$ cat src/rtl/spi_slave_pkg.sv
// Shared constants and FSM state encoding for the SPI register-access responder.
package spi_slave_pkg;

  localparam int unsigned BIT_CNT_W = 3;

  localparam logic [7:0] CMD_WRITE  = 8'h02;
  localparam logic [7:0] CMD_READ   = 8'h03;
  localparam logic [7:0] CMD_STATUS = 8'h05;

  typedef enum logic [2:0] {
    ST_IDLE,
    ST_CMD,
    ST_ADDR,
    ST_WR,
    ST_RD,
    ST_IGNORE
  } state_e;

endpackage

$ cat src/rtl/spi_slave_sync.sv
// Oversampling synchronizer and edge detector for the SPI pins (sys_clk domain).
// The csn chain resets low so a reset taken mid-transaction never produces a
// spurious csn fall; the FSM then sits in IDLE until the next genuine fall.
module spi_slave_sync
  import spi_slave_pkg::*;
#(
  parameter int unsigned SYNC_STAGES = 2
) (
  input  logic clk,
  input  logic rst,
  input  logic sclk,
  input  logic csn,
  input  logic mosi,
  output logic sclk_rise,
  output logic sclk_fall,
  output logic csn_fall,
  output logic csn_rise,
  output logic mosi_s
);

  // One extra stage beyond the synchronizer holds the previous synced value.
  localparam int unsigned CHAIN_W = SYNC_STAGES + 1;

  logic [CHAIN_W-1:0]     sclk_sh_q, sclk_sh_d;
  logic [CHAIN_W-1:0]     csn_sh_q, csn_sh_d;
  logic [SYNC_STAGES-1:0] mosi_sh_q, mosi_sh_d;
  logic sclk_rise_q, sclk_rise_d;
  logic sclk_fall_q, sclk_fall_d;
  logic csn_rise_q, csn_rise_d;
  logic csn_fall_q, csn_fall_d;
  logic mosi_s_q, mosi_s_d;

  // Shift chains and registered edge strobes aligned with the sampled mosi.
  always_comb begin
    sclk_sh_d   = {sclk_sh_q[CHAIN_W-2:0], sclk};
    csn_sh_d    = {csn_sh_q[CHAIN_W-2:0], csn};
    mosi_sh_d   = {mosi_sh_q[SYNC_STAGES-2:0], mosi};
    sclk_rise_d =  sclk_sh_q[SYNC_STAGES-1] & ~sclk_sh_q[SYNC_STAGES];
    sclk_fall_d = ~sclk_sh_q[SYNC_STAGES-1] &  sclk_sh_q[SYNC_STAGES];
    csn_rise_d  =  csn_sh_q[SYNC_STAGES-1]  & ~csn_sh_q[SYNC_STAGES];
    csn_fall_d  = ~csn_sh_q[SYNC_STAGES-1]  &  csn_sh_q[SYNC_STAGES];
    mosi_s_d    =  mosi_sh_q[SYNC_STAGES-1];
  end

  // Synchronizer and strobe registers.
  always_ff @(posedge clk) begin
    if (rst) begin
      sclk_sh_q   <= '0;
      csn_sh_q    <= '0;
      mosi_sh_q   <= '0;
      sclk_rise_q <= 1'b0;
      sclk_fall_q <= 1'b0;
      csn_rise_q  <= 1'b0;
      csn_fall_q  <= 1'b0;
      mosi_s_q    <= 1'b0;
    end else begin
      sclk_sh_q   <= sclk_sh_d;
      csn_sh_q    <= csn_sh_d;
      mosi_sh_q   <= mosi_sh_d;
      sclk_rise_q <= sclk_rise_d;
      sclk_fall_q <= sclk_fall_d;
      csn_rise_q  <= csn_rise_d;
      csn_fall_q  <= csn_fall_d;
      mosi_s_q    <= mosi_s_d;
    end
  end

  assign sclk_rise = sclk_rise_q;
  assign sclk_fall = sclk_fall_q;
  assign csn_rise  = csn_rise_q;
  assign csn_fall  = csn_fall_q;
  assign mosi_s    = mosi_s_q;

endmodule

$ cat src/rtl/spi_slave_regs.sv
// SPI mode-0 responder giving byte-wide register access in the sys_clk domain.
// Transaction: command byte, address byte, then data bytes with address
// auto-increment until csn rises. Optional build macro SPI_SLAVE_STATUS_EN adds
// command 0x05 returning {6'b0, err_sticky, wr_sticky}.
module spi_slave_regs
  import spi_slave_pkg::*;
#(
  parameter int unsigned ADDR_W      = 8,
  parameter int unsigned SYNC_STAGES = 2
) (
  input  logic              sys_clk,
  input  logic              sys_rst,
  input  logic              spi_sclk,
  input  logic              spi_csn,
  input  logic              spi_mosi,
  output logic              spi_miso,
  output logic              spi_miso_oe,
  output logic [ADDR_W-1:0] reg_addr,
  output logic [7:0]        reg_wdata,
  output logic              reg_we,
  output logic              reg_re,
  input  logic [7:0]        reg_rdata,
  output logic              busy,
  output logic              err_cmd
);

  logic sclk_rise, sclk_fall, csn_fall, csn_rise, mosi_s;

  spi_slave_sync #(
    .SYNC_STAGES (SYNC_STAGES)
  ) u_sync (
    .clk       (sys_clk),
    .rst       (sys_rst),
    .sclk      (spi_sclk),
    .csn       (spi_csn),
    .mosi      (spi_mosi),
    .sclk_rise (sclk_rise),
    .sclk_fall (sclk_fall),
    .csn_fall  (csn_fall),
    .csn_rise  (csn_rise),
    .mosi_s    (mosi_s)
  );

  state_e                state_q, state_d;
  logic [BIT_CNT_W-1:0]  bit_cnt_q, bit_cnt_d;
  logic [7:0]            rx_sr_q, rx_sr_d;
  logic [7:0]            tx_sr_q, tx_sr_d;
  logic                  miso_q, miso_d;
  logic                  oe_q, oe_d;
  logic [ADDR_W-1:0]     addr_q, addr_d;
  logic [7:0]            wdata_q, wdata_d;
  logic                  we_q, we_d;
  logic                  re_q, re_d;
  logic                  busy_q, busy_d;
  logic                  err_q, err_d;
  logic                  is_read_q, is_read_d;
  logic                  inc_pend_q, inc_pend_d;
  logic                  rd_cap_q, rd_cap_d;
`ifdef SPI_SLAVE_STATUS_EN
  logic                  stat_mode_q, stat_mode_d;
  logic                  stat_cap_q, stat_cap_d;
  logic                  err_sticky_q, err_sticky_d;
  logic                  wr_sticky_q, wr_sticky_d;
`endif

  logic [7:0] rx_byte;
  logic [7:0] tx_src;
  logic       byte_done;

  // Next-state, datapath and strobe logic.
  always_comb begin
    state_d    = state_q;
    bit_cnt_d  = bit_cnt_q;
    rx_sr_d    = rx_sr_q;
    miso_d     = miso_q;
    addr_d     = addr_q;
    wdata_d    = wdata_q;
    we_d       = 1'b0;
    re_d       = 1'b0;
    err_d      = 1'b0;
    is_read_d  = is_read_q;
    inc_pend_d = 1'b0;
    rd_cap_d   = re_q;
    rx_byte    = {rx_sr_q[6:0], mosi_s};
    byte_done  = sclk_rise && (bit_cnt_q == {BIT_CNT_W{1'b1}});
`ifdef SPI_SLAVE_STATUS_EN
    stat_mode_d  = stat_mode_q;
    stat_cap_d   = 1'b0;
    err_sticky_d = err_sticky_q | err_q;
    wr_sticky_d  = wr_sticky_q | we_q;
    // Fresh transmit byte: read data lands one cycle after reg_re.
    if (rd_cap_q) begin
      tx_src = reg_rdata;
    end else if (stat_cap_q) begin
      tx_src = {6'b0, err_sticky_q, wr_sticky_q};
    end else begin
      tx_src = tx_sr_q;
    end
`else
    tx_src = rd_cap_q ? reg_rdata : tx_sr_q;
`endif
    tx_sr_d = tx_src;

    // Deferred post-write address increment.
    if (inc_pend_q) begin
      addr_d = addr_q + ADDR_W'(1);
    end

    case (state_q)
      ST_IDLE: begin
        if (csn_fall) begin
          state_d   = ST_CMD;
          bit_cnt_d = '0;
          rx_sr_d   = '0;
        end
      end
      ST_CMD, ST_ADDR, ST_WR, ST_RD: begin
        if (sclk_rise) begin
          bit_cnt_d = bit_cnt_q + BIT_CNT_W'(1);
          rx_sr_d   = rx_byte;
        end
        if (byte_done) begin
          case (state_q)
            ST_CMD: begin
              if (rx_byte == CMD_WRITE) begin
                state_d   = ST_ADDR;
                is_read_d = 1'b0;
`ifdef SPI_SLAVE_STATUS_EN
                stat_mode_d = 1'b0;
`endif
              end else if (rx_byte == CMD_READ) begin
                state_d   = ST_ADDR;
                is_read_d = 1'b1;
`ifdef SPI_SLAVE_STATUS_EN
                stat_mode_d = 1'b0;
              end else if (rx_byte == CMD_STATUS) begin
                state_d     = ST_RD;
                stat_mode_d = 1'b1;
                stat_cap_d  = 1'b1;
`endif
              end else begin
                state_d = ST_IGNORE;
                err_d   = 1'b1;
              end
            end
            ST_ADDR: begin
              addr_d = rx_byte[ADDR_W-1:0];
              if (is_read_q) begin
                state_d = ST_RD;
                re_d    = 1'b1;
              end else begin
                state_d = ST_WR;
              end
            end
            ST_WR: begin
              wdata_d    = rx_byte;
              we_d       = 1'b1;
              inc_pend_d = 1'b1;
            end
            ST_RD: begin
`ifdef SPI_SLAVE_STATUS_EN
              if (stat_mode_q) begin
                stat_cap_d   = 1'b1;
                err_sticky_d = 1'b0;
                wr_sticky_d  = 1'b0;
              end else begin
                addr_d = addr_q + ADDR_W'(1);
                re_d   = 1'b1;
              end
`else
              addr_d = addr_q + ADDR_W'(1);
              re_d   = 1'b1;
`endif
            end
            default: ;
          endcase
        end
      end
      default: ;
    endcase

    // Launch the next MISO bit on each sclk fall while reading.
    if ((state_q == ST_RD) && sclk_fall) begin
      miso_d  = tx_src[7];
      tx_sr_d = {tx_src[6:0], 1'b0};
    end

    // Deselect aborts from any state; a byte completing on the same cycle keeps its strobe.
    if (csn_rise && (state_q != ST_IDLE)) begin
      state_d   = ST_IDLE;
      bit_cnt_d = '0;
    end

    if (state_d != ST_RD) begin
      miso_d = 1'b0;
    end
    oe_d   = (state_d == ST_RD);
    busy_d = (state_d != ST_IDLE);
  end

  // State and output registers.
  always_ff @(posedge sys_clk) begin
    if (sys_rst) begin
      state_q    <= ST_IDLE;
      bit_cnt_q  <= '0;
      rx_sr_q    <= '0;
      tx_sr_q    <= '0;
      miso_q     <= 1'b0;
      oe_q       <= 1'b0;
      addr_q     <= '0;
      wdata_q    <= '0;
      we_q       <= 1'b0;
      re_q       <= 1'b0;
      busy_q     <= 1'b0;
      err_q      <= 1'b0;
      is_read_q  <= 1'b0;
      inc_pend_q <= 1'b0;
      rd_cap_q   <= 1'b0;
`ifdef SPI_SLAVE_STATUS_EN
      stat_mode_q  <= 1'b0;
      stat_cap_q   <= 1'b0;
      err_sticky_q <= 1'b0;
      wr_sticky_q  <= 1'b0;
`endif
    end else begin
      state_q    <= state_d;
      bit_cnt_q  <= bit_cnt_d;
      rx_sr_q    <= rx_sr_d;
      tx_sr_q    <= tx_sr_d;
      miso_q     <= miso_d;
      oe_q       <= oe_d;
      addr_q     <= addr_d;
      wdata_q    <= wdata_d;
      we_q       <= we_d;
      re_q       <= re_d;
      busy_q     <= busy_d;
      err_q      <= err_d;
      is_read_q  <= is_read_d;
      inc_pend_q <= inc_pend_d;
      rd_cap_q   <= rd_cap_d;
`ifdef SPI_SLAVE_STATUS_EN
      stat_mode_q  <= stat_mode_d;
      stat_cap_q   <= stat_cap_d;
      err_sticky_q <= err_sticky_d;
      wr_sticky_q  <= wr_sticky_d;
`endif
    end
  end

  assign spi_miso    = miso_q;
  assign spi_miso_oe = oe_q;
  assign reg_addr    = addr_q;
  assign reg_wdata   = wdata_q;
  assign reg_we      = we_q;
  assign reg_re      = re_q;
  assign busy        = busy_q;
  assign err_cmd     = err_q;

endmodule

$ cat config.mk
export PLATFORM = sky130hd
export DESIGN_NAME = spi_slave_regs
export DESIGN_NICKNAME = d
export VERILOG_FILES = /design/src/rtl/spi_slave_pkg.sv /design/src/rtl/spi_slave_sync.sv /design/src/rtl/spi_slave_regs.sv
export SDC_FILE = /design/constraint.sdc
export NUM_CORES = 1
export LEC_CHECK = 0
export BUFFER_PORTS_ARGS = -buffer_cell sky130_fd_sc_hd__buf_4
export CELL_PAD_IN_SITES_DETAIL_PLACEMENT = 0
export CELL_PAD_IN_SITES_GLOBAL_PLACEMENT = 2
export CORE_ASPECT_RATIO = 0.5
export CORE_MARGIN = 1
export CORE_UTILIZATION = 30
export DETAILED_ROUTE_END_ITERATION = 6
export PLACE_DENSITY_LB_ADDON = 0.1
export SLEW_MARGIN = 20
export SYNTH_ARGS = -nofsm -noshare
export SYNTH_HDL_FRONTEND = slang
export SYNTH_SLANG_ARGS = --single-unit
export TNS_END_PERCENT = 100
$ cat constraint.sdc
create_clock -name sys_clk -period 2 [get_ports sys_clk]
set_clock_uncertainty 0.2 [all_clocks]
set_input_delay 0.4 -clock sys_clk [delete_from_list [all_inputs] [get_ports sys_clk]]
set_output_delay 0.4 -clock sys_clk [all_outputs]
set_load 0.05 [all_outputs]
==> impl_metrics.tcl, run 1 <==
set metrics [dict create \
    num-fill-cells 830 \
    firstDrtPassIters 4 \
    cp_max_fo 3 \
    max-cap-violations 0 \
    drt_wl_total_um 5860 \
    p_per_area_nw_per_um2 769 \
    reg2regPathDepth 5 \
    start_util 0.315 \
    yosysWarnings 0 \
    crit_slowest_cell "or4b_4" \
    cp.depth 5 \
    setup_violations 2 \
    area_growth_pct 33.3 \
    wl_per_cell_um 13.9 \
    final.period_utilization 1.03 \
    worst_slack_ns -0.0595 \
    required_ns 2.02 \
    cts_sinks 58 \
    startpoint_type "flop" \
    ys_seq_area_frac 0.454 \
    r2r_slack_ns -0.06 \
    async_reset_ff_frac 0 \
    cpLargestDelayFamily "simple AND/OR/NAND/NOR gates" \
    preCtsSetupSlack_ns -0.0402 \
    hp-start "spi_sclk" \
    peakVddDrop_mv 0.438 \
    grt_pass1_wl_um 9630 \
    cts-buffers-inserted 9 \
    core_um2 8120 \
    cpPeakStageDelay_ns 0.57 \
    status "complete, but fails checks" \
    clk_path_buf_depth 2 \
    holdBufCountCts 0 \
    port_buffers 34 \
    cp.arrival_ns 2.08 \
    pin_count 35 \
    hold_viol_final 0 \
    relSlewSlack 0.646 \
    antenna_found_initial 0 \
    worstSetupEndpointType "flop" \
    clock_tree.root_cell "clkbuf_16" \
    hp-class "input pin to flop" \
    max_freq_ghz 0.486 \
    maxSlewViolCount 0 \
    setup.worst_path.start "rx_sr_q[1]$_SDFFE_PP0P_" \
    die_area_um2 8920 \
    violations "setup timing" \
    path_clk_slew_ns 0.05 \
    syn_inst 248 \
    avgSynthCellArea_um2 10.3 \
    die_w_um 133 \
    synth-seq-cells 58 \
    utilization 0.420 \
    grt.total_usage 0.146 \
    worstMarginPinSlew_ns 0.526 \
    worstReg2RegStart "rx_sr_q[1]$_SDFFE_PP0P_" \
    dp_hpwl_um 4270 \
    rsz0062_at_grt "true" \
    gp_congestion 0.810 \
    cts_tree "yes" \
    diodes 0 \
    period_needed_ns 2.06 \
    synth.distinct_cells 52 \
    crit_path_cell_trace "or4b_4 -> o41ai_4 -> a2111oi_2 -> a21boi_2 -> and3_1" \
    rows 23 \
    nets 320 \
    vias_per_cell 4.86 \
    synth_edf_count 0 \
    drt_iter0_markers 97 \
    synth_ff_type "dfxtp_1" \
    crit_end "spi_miso$_SDFFE_PP0P_" \
    ant_nets 0 \
    grt_pass1_vias 1863 \
    drive_above_1_share 0.346 \
    rr_endpoint "spi_miso$_SDFFE_PP0P_" \
    critPathKind "flop to flop" \
    drcViolationCount 0 \
    clk_latency_ns 0.33 \
    critPathBufInv 0 \
    p_leak_nw 1.40 \
    vias 2044 \
    grt-ovfl-total 0 \
    fin_tns_setup_ns -0.0849 \
    syn-num-nets 264 \
    grt_start_max_net_pins 28 \
    h-tree-depth 3 \
    die_height_um 67.3 \
    syn_area_um2 2560 \
]
layout by cell type (no fill, tap or decap), types with 3 or more instances in the layout:
master	synthesis	routed
mux2_2	3	3
o2111ai_1	3	3
nand3_1	6	6
a211oi_1	8	8
xor2_1	8	8
nand2_1	9	8
buf_4	2	61
mux4_2	5	5
mux2i_1	15	15
dfxtp_1	58	56
and2_1	3	3
and3_1	3	3
a21oi_1	8	8
nor2b_1	18	18
clkinv_2	0	3
a22oi_1	7	7
xnor2_1	4	4
clkbuf_16	0	9
nor2_1	29	29
kinds of logic (layout without fill, tap and decap cells):
family | after synthesis | after routing | share of synthesized area
compound gates | 44 | 44 | 0.135
xor+xnor | 12 | 12 | 0.0411
fa+ha+maj | 3 | 3 | 0.0147
buf+inv | 18 | 79 | 0.0460
flops | 58 | 58 | 0.454
mux | 23 | 23 | 0.116
simple gates | 90 | 90 | 0.193
Yosys cell counts (3+ instances only):
master	number	area share
nand3_1	6	0.012
ha_1	3	0.015
mux4_2	5	0.044
a22oi_1	7	0.021
nor4_1	3	0.0073
xnor2_1	4	0.014
and2_1	3	0.0073
a211oi_1	8	0.023
nor2_1	29	0.043
xor2_1	8	0.027
a221oi_1	4	0.014
buf_6	4	0.018
o2111ai_1	3	0.010
mux2i_1	15	0.059
mux2_2	3	0.013
nand2_1	9	0.013
nor2b_1	18	0.044
and3_1	3	0.0073
dfxtp_1	58	0.45
clkbuf_1	10	0.015
a21oi_1	8	0.016
cell type report:
type,count,area [um^2],area share
Clock buffer,11,243,0.0712
Clock inverter,5,30.0,0.00881
Multi-Input combinational cell,172,1330,0.391
Sequential cell,58,1160,0.342
Tap cell,112,140,0.0411
Timing Repair Buffer,63,498,0.146
registers in the layout, summed over array words and instances (netlist names), 2 cells and up:
register / count
bit_cnt_q: 3
reg_addr: 8
reg_wdata: 8
rx_sr_q: 7
state_q: 3
tx_sr_q: 8
u_sync.csn_sh_q: 3
u_sync.mosi_sh_q: 2
u_sync.sclk_sh_q: 3
worst register-to-register path, stage by stage, from the launching register on:
cell       delay (ns)
dfxtp_1          0.30
or4b_4           0.57
o41ai_4          0.34
a2111oi_2        0.14
a21boi_2         0.19
and3_1           0.21
layer usage:
metal | up-vias | track usage | wire [um]
li1 | 1005 | - | -
met1 | 983 | 0.194 | 3020
met2 | 46 | 0.213 | 2440
met3 | 10 | 0.0593 | 315
met4 | 0 | 0.0560 | 87
met5 | - | 0 | 0
worst min path at each step:
| stage | cells past startpoint | to | slack [ns] |
|---|---|---|---|
| 2_1_floorplan | 1 | u_sync.csn_rise$_SDFF_PP0_ | 0.18 |
| 3_3_place_gp | 1 | u_sync.csn_rise$_SDFF_PP0_ | 0.19 |
| 3_5_place_dp | 1 | u_sync.sclk_rise$_SDFF_PP0_ | 0.20 |
| 4_1_cts | 2 | u_sync.sclk_sh_q[0]$_SDFF_PP0_ | 0.07 |
| 5_1_grt | 2 | u_sync.mosi_sh_q[0]$_SDFF_PP0_ | 0.08 |
| 6_report | 2 | u_sync.sclk_sh_q[0]$_SDFF_PP0_ | 0.08 |
metrics by stage:
step / hold WS, ns / cells / instance area [um^2] / total power [mW]
finish: 0.0812 / 421 / 3410 / 2.62
floorplan: 0.183 / 248 / 2560 / 1.23
global placement: 0.189 / 403 / 3060 / 1.26
global route: 0.0799 / 421 / 3410 / 2.73
detailed placement: 0.197 / 403 / 3060 / 1.26
CTS: 0.0657 / 419 / 3340 / 2.67
repair_timing:
item | in CTS | in global routing
buffers inserted | 0 | 2
setup endpoints to repair | 2 | 20
pin swaps | 0 | 3
gates resized for setup | 1 | 12
report_power, final:
part / leakage, nW / total [mW] / switching, mW / internal (mW)
clock network: 0.131 / 1.39 / 0.523 / 0.863
registers: 0.470 / 1.17 / 0.00577 / 1.17
logic: 0.803 / 0.0628 / 0.0330 / 0.0297
No activity file was read; power rests on OpenSTA's default activity.
==> inputs of run 2 (changes only) <==
--- a/config.mk
+++ b/config.mk
@@ -11,6 +11,7 @@
 export CORE_ASPECT_RATIO = 0.5
 export CORE_MARGIN = 1
 export CORE_UTILIZATION = 30
+export CTS_CLUSTER_SIZE = 25
 export DETAILED_ROUTE_END_ITERATION = 6
 export PLACE_DENSITY_LB_ADDON = 0.1
 export SLEW_MARGIN = 20
==> constraint.sdc (replaced) <==
create_clock -name sys_clk -period 2 [get_ports sys_clk]
set_clock_uncertainty 0.2 [all_clocks]
set_input_delay 0 -clock sys_clk [delete_from_list [all_inputs] [get_ports sys_clk]]
set_output_delay 0 -clock sys_clk [all_outputs]
set_load 0.05 [all_outputs]
==> impl_metrics.tcl, run 2 (synthesis gave the netlist of run 1 again) <==
set metrics [dict create \
    drive_above_1_share 0.336 \
    h-tree-depth 3 \
    wl_per_cell_um 13.8 \
    core_um2 8120 \
    cp.arrival_ns 2.03 \
    pin_count 35 \
    start_util 0.315 \
    num-fill-cells 799 \
    cts_tree "yes" \
    drcViolationCount 0 \
    dp_hpwl_um 4130 \
    hp-start "u_sync.csn_sh_q[2]$_SDFF_PP0_" \
    hold_viol_final 0 \
    grt_pass1_vias 1993 \
    antenna_found_initial 0 \
    nets 335 \
    relSlewSlack 0.608 \
    p_leak_nw 1.47 \
    max-cap-violations 0 \
    utilization 0.438 \
    grt-ovfl-total 0 \
    preCtsSetupSlack_ns -0.0561 \
    regArea_um2 1170 \
    die_height_um 67.3 \
    startpoint_type "flop" \
    die_w_um 133 \
    worstSetupEndpointType "flop" \
    violations "setup timing" \
    cts-buffers-inserted 9 \
    clk_latency_ns 0.32 \
    vias 2093 \
    ant_nets 0 \
    vias_per_cell 4.80 \
    layout.cells.most_common_list "buf_4, dfxtp_1, nor2_1" \
    grt_pass1_wl_um 10000 \
    drt_iter0_markers 165 \
    setup.worst_path.start "rx_sr_q[1]$_SDFFE_PP0P_" \
    worst_slack_ns -0.0169 \
    rsz0062_at_grt "true" \
    max_freq_ghz 0.496 \
    worstReg2RegStart "rx_sr_q[1]$_SDFFE_PP0P_" \
    area_growth_pct 39.0 \
    diodes 0 \
    hp-class "flop to flop" \
    setup_violations 1 \
    status "complete, but fails checks" \
    required_ns 2.02 \
    worstMarginPinSlew_ns 0.588 \
    rows 23 \
    path_clk_slew_ns 0.05 \
    grt_start_max_net_pins 52 \
    drt_wl_total_um 6030 \
    cp_max_fo 3 \
    period_needed_ns 2.02 \
    peakVddDrop_mv 0.457 \
    multi_input_area_um2 1340 \
    grt.total_usage 0.151 \
    clk_path_buf_depth 2 \
    port_buffers 34 \
    gp_congestion 0.806 \
    p_per_area_nw_per_um2 746 \
    firstDrtPassIters 4 \
    layout_commonest_cell "buf_4" \
    cts_sinks 58 \
    die_area_um2 8920 \
    final.period_utilization 1.01 \
    maxSlewViolCount 0 \
    critPathKind "flop to flop" \
    clock_tree.root_cell "clkbuf_16" \
]
## run 2: worst paths after layout
path / to / slack (ns) / cells after the start
setup / recovery: spi_miso$_SDFFE_PP0P_ / -0.02 / 5
hold / removal: u_sync.csn_rise$_SDFF_PP0_ / 0.20 / 1
hold reg to reg: u_sync.csn_rise$_SDFF_PP0_ / 0.20 / 1
setup reg to reg: spi_miso$_SDFFE_PP0P_ / -0.02 / 5
## run 2: timing repair
| action | CTS | global route |
|---|---|---|
| hold endpoints to repair | 36 | 0 |
| gates resized for setup | 4 | 13 |
| endpoints found under the setup margin | 10 | 20 |
| pin swaps | 0 | 5 |
| hold buffers | 15 | 0 |
| buffers inserted | 1 | 1 |
## run 2: cell type report
| class | instances | share of cell area |
|---|---|---|
| multi-input combinational | 172 | 0.377 |
| sequential | 58 | 0.328 |
| timing repair buffer | 78 | 0.179 |
| clock buffer | 11 | 0.0683 |
| tap | 112 | 0.0394 |
| clock inverter | 5 | 0.00845 |
## run 2: through the flow
stage / hold WS, ns / instances / power (mW) / TNS [ns] / area (um^2)
2_1_floorplan: -0.127 / 248 / 1.23 / 0 / 2560
3_3_place_gp: 0.00782 / 403 / 1.26 / -0.107 / 3050
3_5_place_dp: 0.0141 / 403 / 1.26 / -0.276 / 3050
4_1_cts: 0.202 / 435 / 2.69 / -0.00192 / 3500
5_1_grt: 0.208 / 436 / 2.75 / -0.243 / 3550
6_report: 0.202 / 436 / 2.65 / -0.0169 / 3550
## run 2: critical path, stage by stage, from the launching register on
cell and delay (ns):
dfxtp_2 0.31, or4b_4 0.57, o41ai_4 0.32, a2111oi_2 0.13, a21boi_2 0.19, and3_1 0.19
## run 2: power by group
part | switching [mW] | internal (mW)
registers | 0.00520 | 1.17
clock network | 0.530 | 0.864
logic | 0.0373 | 0.0480
## run 2: routing by layer
metal / up-vias / share of wire / GRT usage
li1: 1037 / - / -
met1: 1001 / 0.53 / 0.194
met2: 47 / 0.41 / 0.230
met3: 8 / 0.056 / 0.0646
met4: 0 / 0.011 / 0.0489
met5: - / 0 / 0
==> inputs of run 3 (changes only) <==
--- a/config.mk
+++ b/config.mk
@@ -11,7 +11,7 @@
 export CORE_ASPECT_RATIO = 0.5
 export CORE_MARGIN = 1
 export CORE_UTILIZATION = 30
-export CTS_CLUSTER_SIZE = 25
+export CTS_CLUSTER_SIZE = 30
 export DETAILED_ROUTE_END_ITERATION = 6
 export PLACE_DENSITY_LB_ADDON = 0.1
 export SLEW_MARGIN = 20
==> constraint.sdc (replaced) <==
create_clock -name sys_clk -period 2.2 [get_ports sys_clk]
set_clock_uncertainty 0.2 [all_clocks]
set_input_delay 0 -clock sys_clk [delete_from_list [all_inputs] [get_ports sys_clk]]
set_output_delay 0 -clock sys_clk [all_outputs]
set_load 0.05 [all_outputs]
==> impl_metrics.tcl, run 3 (synthesis gave the netlist of run 1 again) <==
set metrics [dict create \
    fin_area_um2 3430 \
    period_needed_ns 2.10 \
    die_area_um2 8920 \
    ant_nets 0 \
    use_met1 0.188 \
    clk_latency_ns 0.33 \
    cts-buffers-inserted 9 \
    pin_count 35 \
    clock_tree.root_cell "clkbuf_16" \
    area_growth_pct 34.1 \
    maxSlewViolCount 0 \
    firstDrtPassIters 4 \
    worst_slack_ns 0.0979 \
    met2_usage 0.210 \
    max-cap-violations 0 \
    drt_wl_total_um 5760 \
    cts_tree "yes" \
    core_um2 8120 \
    vias_per_cell 4.75 \
    required_ns 2.22 \
    relSlewSlack 0.624 \
    die_w_um 133 \
    max_freq_ghz 0.476 \
    dp_hpwl_um 3910 \
    grt.total_usage 0.143 \
    hold_viol_final 0 \
    cts_sinks 58 \
    grt_start_max_net_pins 52 \
    preCtsSetupSlack_ns 0.0121 \
    drt_iter0_markers 91 \
    diodes 0 \
    start_util 0.315 \
    layout_commonest_cell "dfxtp_1" \
    worstMarginPinSlew_ns 0.564 \
    critPathKind "flop to flop" \
    port_buffers 34 \
    final.period_utilization 0.955 \
    grt_pass1_wl_um 9540 \
    grt-ovfl-total 0 \
    die_height_um 67.3 \
    cp.arrival_ns 2.12 \
    gp_congestion 0.823 \
    place_inst 388 \
    wl_per_cell_um 13.6 \
    antenna_found_initial 0 \
    drcViolationCount 0 \
    clk_path_buf_depth 2 \
    peakVddDrop_mv 0.351 \
    dpl_cell_area_um2 2940 \
    p_per_area_nw_per_um2 720 \
    layout.cells.most_common_list "dfxtp_1, buf_4, nor2_1" \
    utilization 0.422 \
    grt_use_met3 0.0616 \
    r2r_slack_ns 0.1 \
    setup_violations 0 \
    p_leak_nw 1.40 \
    h-tree-depth 3 \
    hp-class "flop to flop" \
    drive_above_1_share 0.277 \
    grt_pass1_vias 1878 \
    cp_max_fo 5 \
    rows 23 \
    status "finished, final reports clean" \
    instances_no_fill 422 \
    top_usage_layer "met2" \
    path_clk_slew_ns 0.05 \
    startpoint_type "flop" \
    nets 321 \
    vias 2005 \
    worstSetupEndpointType "flop" \
]
## run 3: worst max-delay path, cell delays in order (launching register included)
cell and delay [ns]:
dfxtp_1 0.36, or4b_4 0.60, o41ai_4 0.33, a2111oi_2 0.14, a21boi_1 0.17, and3_1 0.21
## run 3: repair_timing
action | in CTS | in global routing
resized for setup | 0 | 6
hold buffers | 16 | 0
setup buffers | 0 | 2
setup endpoints to repair | 0 | 21
endpoints found under the hold margin | 37 | 0
## run 3: through the flow
stage                     setup TNS [ns]  hold slack [ns]  total power [mW]
final                                  0            0.205              2.47
after global routing            -0.00732            0.212              2.56
after CTS                              0            0.204              2.51
after detailed placement               0           0.0180              1.14
after global placement           -0.0388          0.00966              1.14
after floorplan                        0           -0.127              1.11
## run 3: final timing paths
check                                                   start                          to  cells past startpoint
worst max-delay path                  rx_sr_q[1]$_SDFFE_PP0P_       spi_miso$_SDFFE_PP0P_                      5
worst min-delay path            u_sync.csn_sh_q[2]$_SDFF_PP0_  u_sync.csn_rise$_SDFF_PP0_                      1
worst max register to register        rx_sr_q[1]$_SDFFE_PP0P_       spi_miso$_SDFFE_PP0P_                      5
worst min register to register  u_sync.csn_sh_q[2]$_SDFF_PP0_  u_sync.csn_rise$_SDFF_PP0_                      1
## run 3: layout make-up
cell class / count / area, um^2
repair buffers: 64 / 533
flip-flops and latches: 58 / 1160
multi-input cells: 172 / 1300
fillers: 800 / 4690
well taps: 112 / 140
clock inverters: 4 / 25.0
clock buffers: 12 / 267
## run 3: report_power, final
part / internal [mW] / switching (mW)
Combinational: 0.0402 / 0.0333
Sequential: 1.06 / 0.00480
Clock: 0.848 / 0.480
Total: 1.95 / 0.518
## run 3: metal layers
layer	vias to the layer above	routed length, um
li1	1008	-
met2	39	2360
met5	-	0
met4	0	66
met3	8	284
met1	950	3040
